**src/rtl/linebuf_arbiter_pkg.sv**
```systemverilog
// linebuf_pkg: shared types, default sizes and row mapping
// for the line-buffer arbiter.
package linebuf_pkg;

  localparam int LB_IMG_W    = 640;
  localparam int LB_NUM_ROWS = 3;
  localparam int LB_DW       = 16;

  typedef enum logic [1:0] {
    IDLE,
    WRITE,
    READ,
    READ_WAIT
  } state_t;

  // logical row r (0 = oldest) to physical line
  function automatic int unsigned phys_row(
    input int unsigned wr_row,
    input int unsigned r,
    input int unsigned n = LB_NUM_ROWS
  );
    int unsigned s;
    s = wr_row + 1 + r;
    if (s >= n) s = s - n;
    if (s >= n) s = s - n;
    return s;
  endfunction

endpackage

```
**src/rtl/linebuf_arbiter_if.sv**
```systemverilog
// linebuf_if: capture-write and window-read handshakes
// between the requesters (master) and the arbiter (slave).
interface linebuf_if
  import linebuf_pkg::*;
#(
  parameter int DW = LB_DW,
  parameter int CW = $clog2(LB_IMG_W),
  parameter int RW = $clog2(LB_NUM_ROWS)
) ();

  logic          wr_req;
  logic [DW-1:0] wr_data;
  logic          wr_ack;
  logic          rd_req;
  logic [RW-1:0] rd_row;
  logic [CW-1:0] rd_col;
  logic          rd_ack;
  logic [DW-1:0] rd_data;
  logic          rd_err;

  modport master (
    output wr_req, wr_data,
    output rd_req, rd_row, rd_col,
    input  wr_ack, rd_ack,
    input  rd_data, rd_err
  );

  modport slave (
    input  wr_req, wr_data,
    input  rd_req, rd_row, rd_col,
    output wr_ack, rd_ack,
    output rd_data, rd_err
  );

endinterface

```
**src/rtl/linebuf_arbiter_grant.sv**
```systemverilog
// linebuf_grant: picks write or read from the armed requests.
// LINEBUF_ARB_RR_EN: alternate on contention, else write wins.
module linebuf_grant (
  input  logic wr,
  input  logic rd,
  input  logic last_rd,
  output logic gnt_wr,
  output logic gnt_rd
);

`ifdef LINEBUF_ARB_RR_EN
  always_comb begin
    gnt_wr = wr & (~rd | last_rd);
    gnt_rd = rd & (~wr | ~last_rd);
  end
`else
  logic unused_last;
  assign unused_last = last_rd;

  always_comb begin
    gnt_wr = wr;
    gnt_rd = rd & ~wr;
  end
`endif

endmodule

```
**src/rtl/linebuf_arbiter.sv**
```systemverilog
// linebuf_arbiter: owns the line-buffer RAM, rotating rows.
// Build with LINEBUF_ARB_RR_EN for round-robin arbitration.
module linebuf_arbiter
  import linebuf_pkg::*;
#(
  parameter int IMG_W    = LB_IMG_W,
  parameter int NUM_ROWS = LB_NUM_ROWS,
  parameter int DW       = LB_DW,
  parameter int CW       = $clog2(IMG_W),
  parameter int RW       = $clog2(NUM_ROWS)
) (
  input  logic             clk_50M,
  input  logic             rst,
  input  logic             frame_start,
  linebuf_if.slave         bus,
  output logic             mem_en,
  output logic             mem_we,
  output logic [RW+CW-1:0] mem_addr,
  output logic [DW-1:0]    mem_wdata,
  input  logic [DW-1:0]    mem_rdata,
  output logic             line_done,
  output logic             win_ready
);

  localparam int unsigned NR = NUM_ROWS;
  localparam int unsigned NW = IMG_W;

  state_t        state;
  logic [CW-1:0] col;
  logic [RW-1:0] wr_row;
  logic [RW-1:0] cnt;
  logic          wr_armed;
  logic          rd_armed;
  logic          last_rd;
  logic          rd_oor;

  logic          gnt_wr;
  logic          gnt_rd;
  logic          last_col;
  logic          last_row;
  logic          rd_bad;
  logic [RW-1:0] rd_phys;

  assign last_col = (col == CW'(IMG_W - 1));
  assign last_row = (wr_row == RW'(NUM_ROWS - 1));
  assign win_ready = (cnt == RW'(NUM_ROWS - 1));

  assign rd_bad = (32'(bus.rd_row) >= NR)
                | (32'(bus.rd_col) >= NW);

  assign rd_phys = RW'(phys_row(32'(wr_row),
                                32'(bus.rd_row), NR));

  linebuf_grant u_grant (
    .wr      (bus.wr_req & wr_armed),
    .rd      (bus.rd_req & rd_armed),
    .last_rd (last_rd),
    .gnt_wr  (gnt_wr),
    .gnt_rd  (gnt_rd)
  );

  always_ff @(posedge clk_50M) begin
    if (rst) begin
      state       <= IDLE;
      mem_en      <= 1'b0;
      mem_we      <= 1'b0;
      mem_addr    <= '0;
      mem_wdata   <= '0;
      line_done   <= 1'b0;
      bus.wr_ack  <= 1'b0;
      bus.rd_ack  <= 1'b0;
      bus.rd_err  <= 1'b0;
      bus.rd_data <= '0;
      col         <= '0;
      wr_row      <= '0;
      cnt         <= '0;
      wr_armed    <= 1'b1;
      rd_armed    <= 1'b1;
      last_rd     <= 1'b1;
      rd_oor      <= 1'b0;
    end else begin
      mem_en     <= 1'b0;
      mem_we     <= 1'b0;
      line_done  <= 1'b0;
      bus.wr_ack <= 1'b0;
      bus.rd_ack <= 1'b0;
      bus.rd_err <= 1'b0;

      unique case (state)
        IDLE: begin
          if (gnt_wr) begin
            state     <= WRITE;
            mem_en    <= 1'b1;
            mem_we    <= 1'b1;
            mem_addr  <= {wr_row, col};
            mem_wdata <= bus.wr_data;
            last_rd   <= 1'b0;
          end else if (gnt_rd) begin
            // row mapping frozen here, before any later write
            state    <= READ;
            mem_en   <= ~rd_bad;
            mem_addr <= {rd_phys, bus.rd_col};
            rd_oor   <= rd_bad;
            last_rd  <= 1'b1;
          end
        end
        WRITE: begin
          state      <= IDLE;
          bus.wr_ack <= 1'b1;
          wr_armed   <= 1'b0;
          line_done  <= last_col;
          if (last_col) begin
            col    <= '0;
            wr_row <= last_row ? '0 : wr_row + 1'b1;
            if (!win_ready) cnt <= cnt + 1'b1;
          end else begin
            col <= col + 1'b1;
          end
        end
        READ: begin
          state <= READ_WAIT;
        end
        READ_WAIT: begin
          state       <= IDLE;
          bus.rd_ack  <= 1'b1;
          bus.rd_err  <= rd_oor;
          bus.rd_data <= rd_oor ? '0 : mem_rdata;
          rd_armed    <= 1'b0;
        end
      endcase

      // a low request re-arms, even in its ack cycle
      if (!bus.wr_req) wr_armed <= 1'b1;
      if (!bus.rd_req) rd_armed <= 1'b1;

      if (frame_start) begin
        col    <= '0;
        wr_row <= '0;
        cnt    <= '0;
      end
    end
  end

endmodule

```
**src/flat_wrapper.sv**
```systemverilog
// flat-port wrapper written by rule: the top's interface ports become plain ports
module linebuf_arbiter_flat import linebuf_pkg::*;
#(
  parameter int IMG_W    = LB_IMG_W,
  parameter int NUM_ROWS = LB_NUM_ROWS,
  parameter int DW       = LB_DW,
  parameter int CW       = $clog2(IMG_W),
  parameter int RW       = $clog2(NUM_ROWS)
)
  (clk_50M, rst, frame_start, mem_en, mem_we, mem_addr, mem_wdata, mem_rdata, line_done, win_ready, bus_wr_req, bus_wr_data, bus_rd_req, bus_rd_row, bus_rd_col, bus_wr_ack, bus_rd_ack, bus_rd_data, bus_rd_err);
  linebuf_if #(.DW(DW), .CW(CW), .RW(RW)) bus_i ();
  input  logic clk_50M;
  input  logic rst;
  input  logic frame_start;
  output logic mem_en;
  output logic mem_we;
  output logic [RW+CW-1:0] mem_addr;
  output logic [DW-1:0] mem_wdata;
  input  logic [DW-1:0] mem_rdata;
  output logic line_done;
  output logic win_ready;
  input wire logic [$bits(bus_i.wr_req)-1:0] bus_wr_req;
  input wire logic [$bits(bus_i.wr_data)-1:0] bus_wr_data;
  input wire logic [$bits(bus_i.rd_req)-1:0] bus_rd_req;
  input wire logic [$bits(bus_i.rd_row)-1:0] bus_rd_row;
  input wire logic [$bits(bus_i.rd_col)-1:0] bus_rd_col;
  output wire logic [$bits(bus_i.wr_ack)-1:0] bus_wr_ack;
  output wire logic [$bits(bus_i.rd_ack)-1:0] bus_rd_ack;
  output wire logic [$bits(bus_i.rd_data)-1:0] bus_rd_data;
  output wire logic [$bits(bus_i.rd_err)-1:0] bus_rd_err;
  assign bus_i.wr_req = bus_wr_req;
  assign bus_i.wr_data = bus_wr_data;
  assign bus_i.rd_req = bus_rd_req;
  assign bus_i.rd_row = bus_rd_row;
  assign bus_i.rd_col = bus_rd_col;
  assign bus_wr_ack = bus_i.wr_ack;
  assign bus_rd_ack = bus_i.rd_ack;
  assign bus_rd_data = bus_i.rd_data;
  assign bus_rd_err = bus_i.rd_err;
  linebuf_arbiter #(.IMG_W(IMG_W), .NUM_ROWS(NUM_ROWS), .DW(DW), .CW(CW), .RW(RW)) u_core (.clk_50M(clk_50M), .rst(rst), .frame_start(frame_start), .bus(bus_i), .mem_en(mem_en), .mem_we(mem_we), .mem_addr(mem_addr), .mem_wdata(mem_wdata), .mem_rdata(mem_rdata), .line_done(line_done), .win_ready(win_ready));
endmodule
```
**config.mk**
```make
export PLATFORM = sky130hd
export DESIGN_NAME = linebuf_arbiter_flat
export DESIGN_NICKNAME = d
export VERILOG_FILES = /design/src/rtl/linebuf_arbiter_pkg.sv /design/src/rtl/linebuf_arbiter_if.sv /design/src/rtl/linebuf_arbiter_grant.sv /design/src/rtl/linebuf_arbiter.sv /design/src/flat_wrapper.sv
export SDC_FILE = /design/constraint.sdc
export NUM_CORES = 1
export LEC_CHECK = 0
export ABC_AREA = 0
export BUFFER_PORTS_ARGS = -buffer_cell sky130_fd_sc_hd__buf_2
export CORE_ASPECT_RATIO = 0.7
export CORE_MARGIN = 3
export CORE_UTILIZATION = 43
export CTS_BUF_LIST = sky130_fd_sc_hd__clkbuf_16
export DETAILED_ROUTE_END_ITERATION = 16
export PLACE_DENSITY = 0.67
export SETUP_SLACK_MARGIN = 0.1
export SLEW_MARGIN = 5
export SYNTH_ARGS = -nofsm -noshare
export SYNTH_HDL_FRONTEND = slang
export SYNTH_SLANG_ARGS = --single-unit
```
**constraint.sdc**
```tcl
create_clock -name clk_50M -period 4.8 [get_ports clk_50M]
set_input_delay 1.2 -clock clk_50M [delete_from_list [all_inputs] [get_ports clk_50M]]
set_output_delay 1.2 -clock clk_50M [all_outputs]
set_load 0.02 [all_outputs]
```
== Word level (Yosys, flattened, before mapping) ==
Cells that the tools add are included.
Operators by class
  reductions and logical operators: 14
  shift-type cells: 0
  bitwise gates (word level): 12
  $add $sub $neg: 7
  order comparisons: 4
  mux-type cells: 15
  equal/unequal tests: 7
  div/mod/pow operators: 0
  multiply operators: 0
Operators with widths (number)
  32-bit by 2-bit >= comparator with 1-bit output, second input constant: 2
  32-bit by 2-bit adder with 32-bit output: 1
  32-bit 2-to-1 mux: 1
  32-bit by 2-bit subtractor with 32-bit output, second input constant: 1
  12-bit 2-to-1 mux: 2
  16-bit 2-to-1 mux: 1
  2-bit OR reduction: 7
  10-bit by 1-bit adder with 10-bit output, second input constant: 1
  10-bit == test, second input constant: 1
  10-bit >= comparator, second input constant: 1
  10-bit 2-to-1 mux: 1
  2-bit == test, second input constant: 4
  2-bit 2-to-1 mux: 4
  1-bit NOT: 8
  2-bit one-hot mux with 3 select lines: 1
  2-bit AND reduction: 3
  3-bit AND reduction: 2
  1-bit 2-to-1 mux: 5
  2-bit by 1-bit adder with 2-bit output, second input constant: 2
  2-bit by 1-bit adder with 3-bit output, second input constant: 1
  1-bit bitwise AND: 3
  3-bit by 2-bit inequality test with 1-bit output, second input constant: 1
  2-bit by 1-bit == test with 1-bit output, second input constant: 1
  2-bit >= comparator, second input constant: 1
  4 further kinds: 4
Storage, ports and cells
  memories: 0
  bits in writable memories: 0
  register bits: 69
  memory bits (read-only): 0
  latch bits: 0

== Logic depth before layout (Yosys ltp) ==
Gate-level depths: netlist of run 1.
  depth after elaboration: 8
  mapped depth: 12

== Hierarchy ==
Synthesis of run 1 repeated with hierarchy kept, for this count alone.
Unflattened totals
  cell total of the unflattened synthesis: 303
  area, all modules: 2822.7 sq um
By module, submodules not included
  linebuf_arbiter: seq. area each 1401.3 sq um, area each 2801.4 sq um, instances 1, cells an instance 301
  linebuf_grant: seq. area each 0.0 sq um, area each 21.3 sq um, instances 1, cells an instance 2

== Worst setup path after synthesis of run 1 ==
Ideal clock, no wire load.
  path kind: input to register
  from: input port bus_rd_row[0]
  to: register u_core.mem_addr[10]
  data arrival time: 3.569 ns
  stages on the path: 10
  slack: 1.112 ns
  cell sequence: ha_1 fa_1 ha_1 and4b_1 a221oi_1 nand3_1 ha_1 a2111oi_4 xnor2_1 o221a_1
On the way
  cells in the longest elaborated chain, start to end: 7
  elaborated cells between the ends (all ways): 9
  those cells by class: 3 x add/sub; 2 x order compare; 4 x mux
Ends and longest elaborated chain
  start, declared: RTL line flat_wrapper.sv:25  | input wire logic [$bits(bus_i.rd_row)-1:0] bus_rd_row;
  32-bit by 2-bit adder with 32-bit output *: RTL line linebuf_arbiter_pkg.sv:23  | s = wr_row + 1 + r;
  32-bit by 2-bit subtractor with 32-bit output / 32-bit by 2-bit >= comparator with 1-bit output (equally long branches): RTL line linebuf_arbiter_pkg.sv:24  | if (s >= n) s = s - n;
  32-bit 2-to-1 mux *: RTL line linebuf_arbiter_pkg.sv:24
  32-bit by 2-bit >= comparator with 1-bit output / 2-bit subtractor (equally long branches): RTL line linebuf_arbiter_pkg.sv:25  | if (s >= n) s = s - n;
  2-bit 2-to-1 mux *: RTL line linebuf_arbiter_pkg.sv:25
  12-bit 2-to-1 mux *: RTL line linebuf_arbiter.sv:98  | end else if (gnt_rd) begin
  12-bit 2-to-1 mux *: RTL line linebuf_arbiter.sv:91  | if (gnt_wr) begin
  end signal, assigned: RTL line linebuf_arbiter.sv:95  | mem_addr <= {wr_row, col};
  end signal, assigned: RTL line linebuf_arbiter.sv:102  | mem_addr <= {rd_phys, bus.rd_col};
  end, declared: RTL line linebuf_arbiter.sv:18  | output logic [RW+CW-1:0] mem_addr,
Every way passes the cells marked *; elsewhere a longest branch is shown, timed or not. The select of a mux whose other input is x is not followed.
A chain may end at the register's enable or synchronous reset.

== Worst setup path after layout of run 1 ==
Ends and elaborated chain as after synthesis.

==> results.md, run 1 <==
* Status: complete, no violations
* Number of global-route vias before repair at 2339
* FFs w/ async S/R, synth at 0
* Diodes inserted at 0
* Most common cell in the netlist: dfxtp_1
* VDD IR-drop max at 0.242 mV
* Syn-to-layout area delta at 29.7%
* MaxCap Viol Count at 0
* Clock Sinks at 69
* Synth area leaders: dfxtp_1 (47%), nand2_1 (8.2%), a22o_1 (4.8%), ha_1 (4.3%), nor2_1 (4.0%)
* DPL Wire Length at 4980 um
* Fin util at 0.592
* Initial Utilization at 0.456
* DR WL/cell at 14.0 um
* Critical path arrival at 3.95 ns
* Worst hold path class: register to register
* CTS root buf: clkbuf_16
* Post-synth top flop: dfxtp_1
* FP Rows at 24
* GP Congestion at approximately 0.84
* WHS at around 0.45 ns
* Largest family of logic cells by synthesized area: simple AND/OR/NAND/NOR gates
* Required time of the worst setup path at approximately 5.0 ns
* Ports at 100
* Skew final at 0.00468 ns
* Flop2flop setup slack at 1.39 ns
* Syn Nets at 382
* Worst Setup End Kind: register
* # fillers at between 500 and 600
* Power Dens Cells at 414 nW/um^2
* Final TNS setup at 0 ns
* Rel. slew slack at 0.168
* Post-synthesis simple-gate area fraction at 0.219
* Total track usage at 0.182
* Multi-input gate area at 1420 um^2
* # port buffers at slightly below 100
* Number of buffers created by CTS at 9
* Cell area after synthesis at 2920 um^2
* Clk_lat worst skew at around 0.32 ns
* Final setup fails at 0
* Via count at 2604
* Lkg Pwr at 0.00173 uW
* Layout cell share with drive strength beyond 1 at 0.295
* RSZ-0062 raised after global routing: no
* Synth warn at 0
* Die W at 104 um
* 1st-iter DRT viols at 96
* Tmin final at 3.74 ns
* Total gr overflow at 0
* Global-route wire length before repair at around 11000 um
* CP max FO at 8
* CTS tree: done
* Compound-Gate Fraction of Synth Area at 0.168
* CTS Buffer Depth at 2
* Largest area contributor in the netlist: dfxtp_1
* DRT Wirelength at 7170 um
* Post-synth cell types at 48
* Pin count of the biggest net entering global routing at 43
* #FFs+latches synth at 69
* DIE AREA at 7830 um^2
* Slew Limit Fails at 0
* Count of final hold-check violations at 0
* Worst slew pin tran at 1.25 ns
* Initial antenna violation count at 0
* Post-synth top area share at 0.473
* Post-Syn Instances at between 300 and 400
* Core area at 6400 um^2
* Number of detailed-route iterations in the first pass at 4
* WS Path Type: input pin to register
* Final Cycle Share at 0.779
* Startpoint Class: input pin
* Top post-synthesis cells by count: dfxtp_1 (69), nand2_1 (64), nor2_1 (31)
* Vias per cell at 5.09
* Post-CTS Resized at 0
* Post-Synth XOR/XNOR Area at 0.0326
* Nets at 476
* Routed Antenna Nets at 0
* CTS H-tree lvls at 3
* Die height at 74.9 um
* Postcts setup bufs at 0
* Post-synthesis adder-cell area fraction at 0.0536
* Residual DRC at 0
* Post-synthesis average cell area at 9.07 um^2
* Post-synthesis mux area share at 0.0137
* Reg clk slew, reported paths at 0.06 ns
* EDFF count, synth at 0
* Fmax at between 200 and 300 MHz
* Post-synthesis sequential area ratio at 0.473
* Register Area at 1380 um^2
* Hold-fix buffers, CTS at 0
==> kinds of logic after synthesis <==
group | after synthesis
compound gates | 66
xor+xnor | 10
fa+ha+maj | 12
buf+inv | 23
flops | 69
mux | 4
simple gates | 138
==> layout make-up <==
cell class / instances / area share
multi-input combinational: 230 / 0.375
sequential: 69 / 0.365
timing repair buffer: 100 / 0.133
clock buffer: 9 / 0.0595
clock inverter: 7 / 0.0320
tap: 91 / 0.0301
inverter: 6 / 0.00595
==> metal layers <==
metal | wire length, um | global-route usage | vias to the layer above
met5 | 0 | 0 | -
met4 | 56 | 0.0457 | 0
met3 | 510 | 0.0668 | 6
met2 | 3120 | 0.278 | 95
met1 | 3490 | 0.248 | 1185
li1 | - | - | 1318
==> state kept, by name, indices dropped and copies added (netlist names), 2 cells and up <==
register / flops
u_core.bus.rd_data: 16
u_core.cnt: 2
u_core.col: 10
u_core.mem_addr: 12
u_core.mem_wdata: 16
u_core.state: 2
u_core.wr_row: 2
==> worst max-delay path, cell delays in order <==
cell,delay [ns]
buf_2,0.11
ha_1,0.23
fa_1,0.58
ha_1,0.35
and4b_1,0.24
a221oi_1,0.27
nand3_1,0.14
ha_1,0.23
a2111oi_4,0.26
xnor2_1,0.11
o221a_1,0.23
==> per-stage QoR <==
step	area, um^2	setup slack [ns]	total power (uW)	cells
after floorplan	2920	1.11	758	322
after global placement	3440	0.865	817	496
after detailed placement	3440	0.766	821	496
after CTS	3790	1.10	1590	512
after global routing	3790	0.838	1640	512
final	3790	1.06	1570	512
==> placed cells by master, fill, tap and decap left out, types with 2 or more instances in the layout <==
| cell | netlist | routed |
|---|---|---|
| nor2_1 | 31 | 31 |
| nor4b_1 | 2 | 2 |
| nand2_1 | 64 | 64 |
| and3_1 | 2 | 2 |
| dfxtp_1 | 69 | 69 |
| nand2b_1 | 4 | 4 |
| a22o_1 | 16 | 16 |
| nor3_1 | 4 | 4 |
| and2_1 | 2 | 2 |
| nand3b_1 | 2 | 2 |
| nand4_1 | 4 | 4 |
| nand3_1 | 9 | 9 |
| a311oi_1 | 10 | 10 |
| xor2_1 | 6 | 6 |
| a21oi_1 | 23 | 23 |
| buf_2 | 2 | 99 |
| bufinv_16 | 0 | 3 |
| inv_1 | 6 | 6 |
| clkbuf_16 | 0 | 9 |
| a31oi_1 | 3 | 3 |
| mux2i_1 | 4 | 4 |
| xnor2_1 | 3 | 3 |
| nor2b_1 | 5 | 5 |
| ha_1 | 10 | 10 |
| a211oi_1 | 3 | 3 |
| o21ai_0 | 3 | 3 |
| inv_6 | 0 | 2 |
==> report_power, final <==
group	switching (uW)	internal (uW)
Clock	247	511
Combinational	119	72.4
Sequential	16.5	601
==> path summary, 6_finish.rpt <==
check                            start  cells after the start              endpoint
hold reg to reg   u_core.mem_wdata[11]                      2  u_core.mem_wdata[11]
hold / removal    u_core.mem_wdata[11]                      2  u_core.mem_wdata[11]
setup / recovery         bus_rd_row[0]                     11   u_core.mem_addr[10]
setup reg to reg      u_core.wr_row[0]                     11   u_core.mem_addr[10]
Power figures use the tool's default switching activity.
==> run 2, diff against run 1 <==
- ABC_AREA: 0 -> 1
- clock period: 4.8 -> 3.6 ns (I/O delays scaled with it)
==> run 2 against run 1 <==
Compared with the run above: sequential power grew 35%; largest cell class unchanged; final area shrank 0.66%; clock power shrank 2.9%; synthesized cell count grew 19%; highest routed layer unchanged; sequential share of layout area grew 0.24 points.
==> results.md, run 2 <==
* VDD IR-drop max at 0.324 mV
* Residual DRC at 0
* FP Rows at 24
* Vias per cell at 4.97
* Pin count of the biggest net entering global routing at 25
* Total gr overflow at 0
* Most common cell in the netlist: nand2_1
* EDFF count, synth at 0
* Final Cycle Share at 0.809
* CTS tree: done
* Clk_lat worst skew at 0.32 ns
* MaxCap Viol Count at 0
* Ports at 100
* DPL Wire Length at roughly 5400 um
* Post-synth top area share at 0.470
* Startpoint Class: input pin
* WS Path Type: input pin to register
* Lkg Pwr at 0.00184 uW
* Post-Syn Instances at between 300 and 400
* CTS root buf: clkbuf_16
* Fmax at 344 MHz
* Synth warn at 0
* Power Dens Cells at about 490 nW/um^2
* Tmin final at slightly below 3 ns
* Initial antenna violation count at 0
* FFs w/ async S/R, synth at 0
* Top post-synthesis cells by count: nand2_1 (82), dfxtp_1 (69), nor2_1 (50)
* Post-synth cell types at 28
* Clock Sinks at 69
* Worst slew pin tran at approximately 0.55 ns
* Number of buffers created by CTS at 9
* GP Congestion at 0.790
* Initial Utilization at 0.457
* DIE AREA at 7870 um^2
* Layout cell share with drive strength beyond 1 at 0.275
* Commonest non-fill, non-tap cell in the layout: buf_2
* Worst hold path class: register to register
* Via count at 2875
* Slew Limit Fails at 0
* RSZ-0062 raised after global routing: no
* Post-synthesis average cell area at 7.65 um^2
* Global-route wire length before repair at 12000 um
* Post-synthesis sequential area ratio at 0.470
* Post-synth top flop: dfxtp_1
* Count of final hold-check violations at 0
* Final TNS setup at 0 ns
* Number of global-route vias before repair at 2607
* Cell area after synthesis at 2940 um^2
* CTS H-tree lvls at 3
* Routed Antenna Nets at 0
* Syn Nets at ~440
* Number of detailed-route iterations in the first pass at 4
* Regs by FF count: u_core.bus.rd_data x16, u_core.mem_wdata x16, u_core.mem_addr x12
* CTS Buffer Depth at 2
* Total track usage at 0.190
* Postcts setup bufs at 0
* Synth area leaders: dfxtp_1 (47%), nand2_1 (10%), nand3_1 (8.4%), nor2_1 (6.4%), o21ai_0 (5.6%)
* Hold-fix buffers, CTS at 0
* DR WL/cell at roughly 13 um
* Rel. slew slack at 0.634
* Skew final at ~0.0065 ns
* Fin util at 0.585
* #FFs+latches synth at between 60 and 70
* Required time of the worst setup path at 3.81 ns
* Most frequent cells in the layout: buf_2 (99), nand2_1 (82), dfxtp_1 (69)
* DRT Wirelength at around 7400 um
* Diodes inserted at 0
* Worst Setup End Kind: register
* CP max FO at 4
* Core area at between 6000 and 7000 um^2
* 1st-iter DRT viols at 121
* # port buffers at 99
* Post-CTS Resized at 0
* Die W at 105 um
* Die height at 75.1 um
* Critical path arrival at between 3 and 4 ns
* Status: complete, no violations
* Final setup fails at 0
* Final instance area at 3760 um^2
* Syn-to-layout area delta at 28.1%
* Reg clk slew, reported paths at 0.05 ns
* Nets at 544
* Largest area contributor in the netlist: dfxtp_1
* Dpl cell area at 3520 um^2
run 2: cell count changes in the layout (fill, tap and decap cells not counted), moves of 10 or more:
cell / previous run / this run
nand3_1: 9 / 49
o21ai_0: 3 / 33
a21oi_1: 23 / 11
a311oi_1: 10 / 0
a22o_1: 16 / 0
nor2_1: 31 / 50
inv_1: 6 / 22
nand2_1: 64 / 82
run 2: per-stage QoR:
stage	std cells	hold slack (ns)	total power [uW]	worst slack, ns
floorplan	384	0.422	1030	0.713
global placement	564	0.438	1140	0.507
detailed placement	564	0.439	1140	0.387
CTS	578	0.453	1880	0.732
global route	578	0.462	1950	0.487
finish	578	0.455	1860	0.689
run 2: cell type report:
type / count / area, um^2
flip-flops and latches: 69 / 1380
inverters: 26 / 97.6
repair buffers: 103 / 526
clock inverters: 5 / 21.3
fillers: 626 / 2660
multi-input cells: 275 / 1400
well taps: 91 / 114
clock buffers: 9 / 225
run 2: power by group:
part | total, uW | switching (uW) | internal [uW] | leakage, uW
registers | 836 | 24.0 | 812 | 0.000563
clock network | 736 | 289 | 447 | 0.000127
logic | 289 | 191 | 98.3 | 0.00115
run 2: critical path: stages:
cell,delay (ns)
buf_2,0.11
ha_1,0.23
fa_1,0.49
ha_1,0.26
inv_1,0.10
nand3_2,0.11
nand2_1,0.09
nand2_1,0.08
ha_1,0.20
nor2_1,0.18
nand2_1,0.10
nand2_1,0.06
nand3_1,0.07
nand2_1,0.09
a21oi_1,0.06
run 2: final timing paths:
kind	slack (ns)	depth (start not counted)	from	endpoint
worst max-delay path	0.69	15	bus_rd_row[0]	u_core.mem_addr[10]
worst min-delay path	0.46	1	u_core.cnt[0]	u_core.cnt[0]
worst max register to register	0.74	15	u_core.wr_row[0]	u_core.mem_addr[10]
worst min register to register	0.46	1	u_core.cnt[0]	u_core.cnt[0]
run 2: logic make-up (layout without fill, tap and decap cells):
kind of cell,Yosys count,count (layout),synth area share
AND/OR/NAND/NOR,201,201,0.306
flip-flops,69,69,0.470
AO/OA/AOI/OAI,60,60,0.111
buffers and inverters,40,143,0.0537
adder cells (fa/ha/maj),11,11,0.0494
XOR/XNOR,3,3,0.00895
run 2: routing by layer:
layer	GRT usage	wire length (um)	share of wire
met1	0.241	3630	0.49
met2	0.303	3250	0.44
met3	0.0523	416	0.056
met4	0.0946	81	0.011
met5	0	0	0
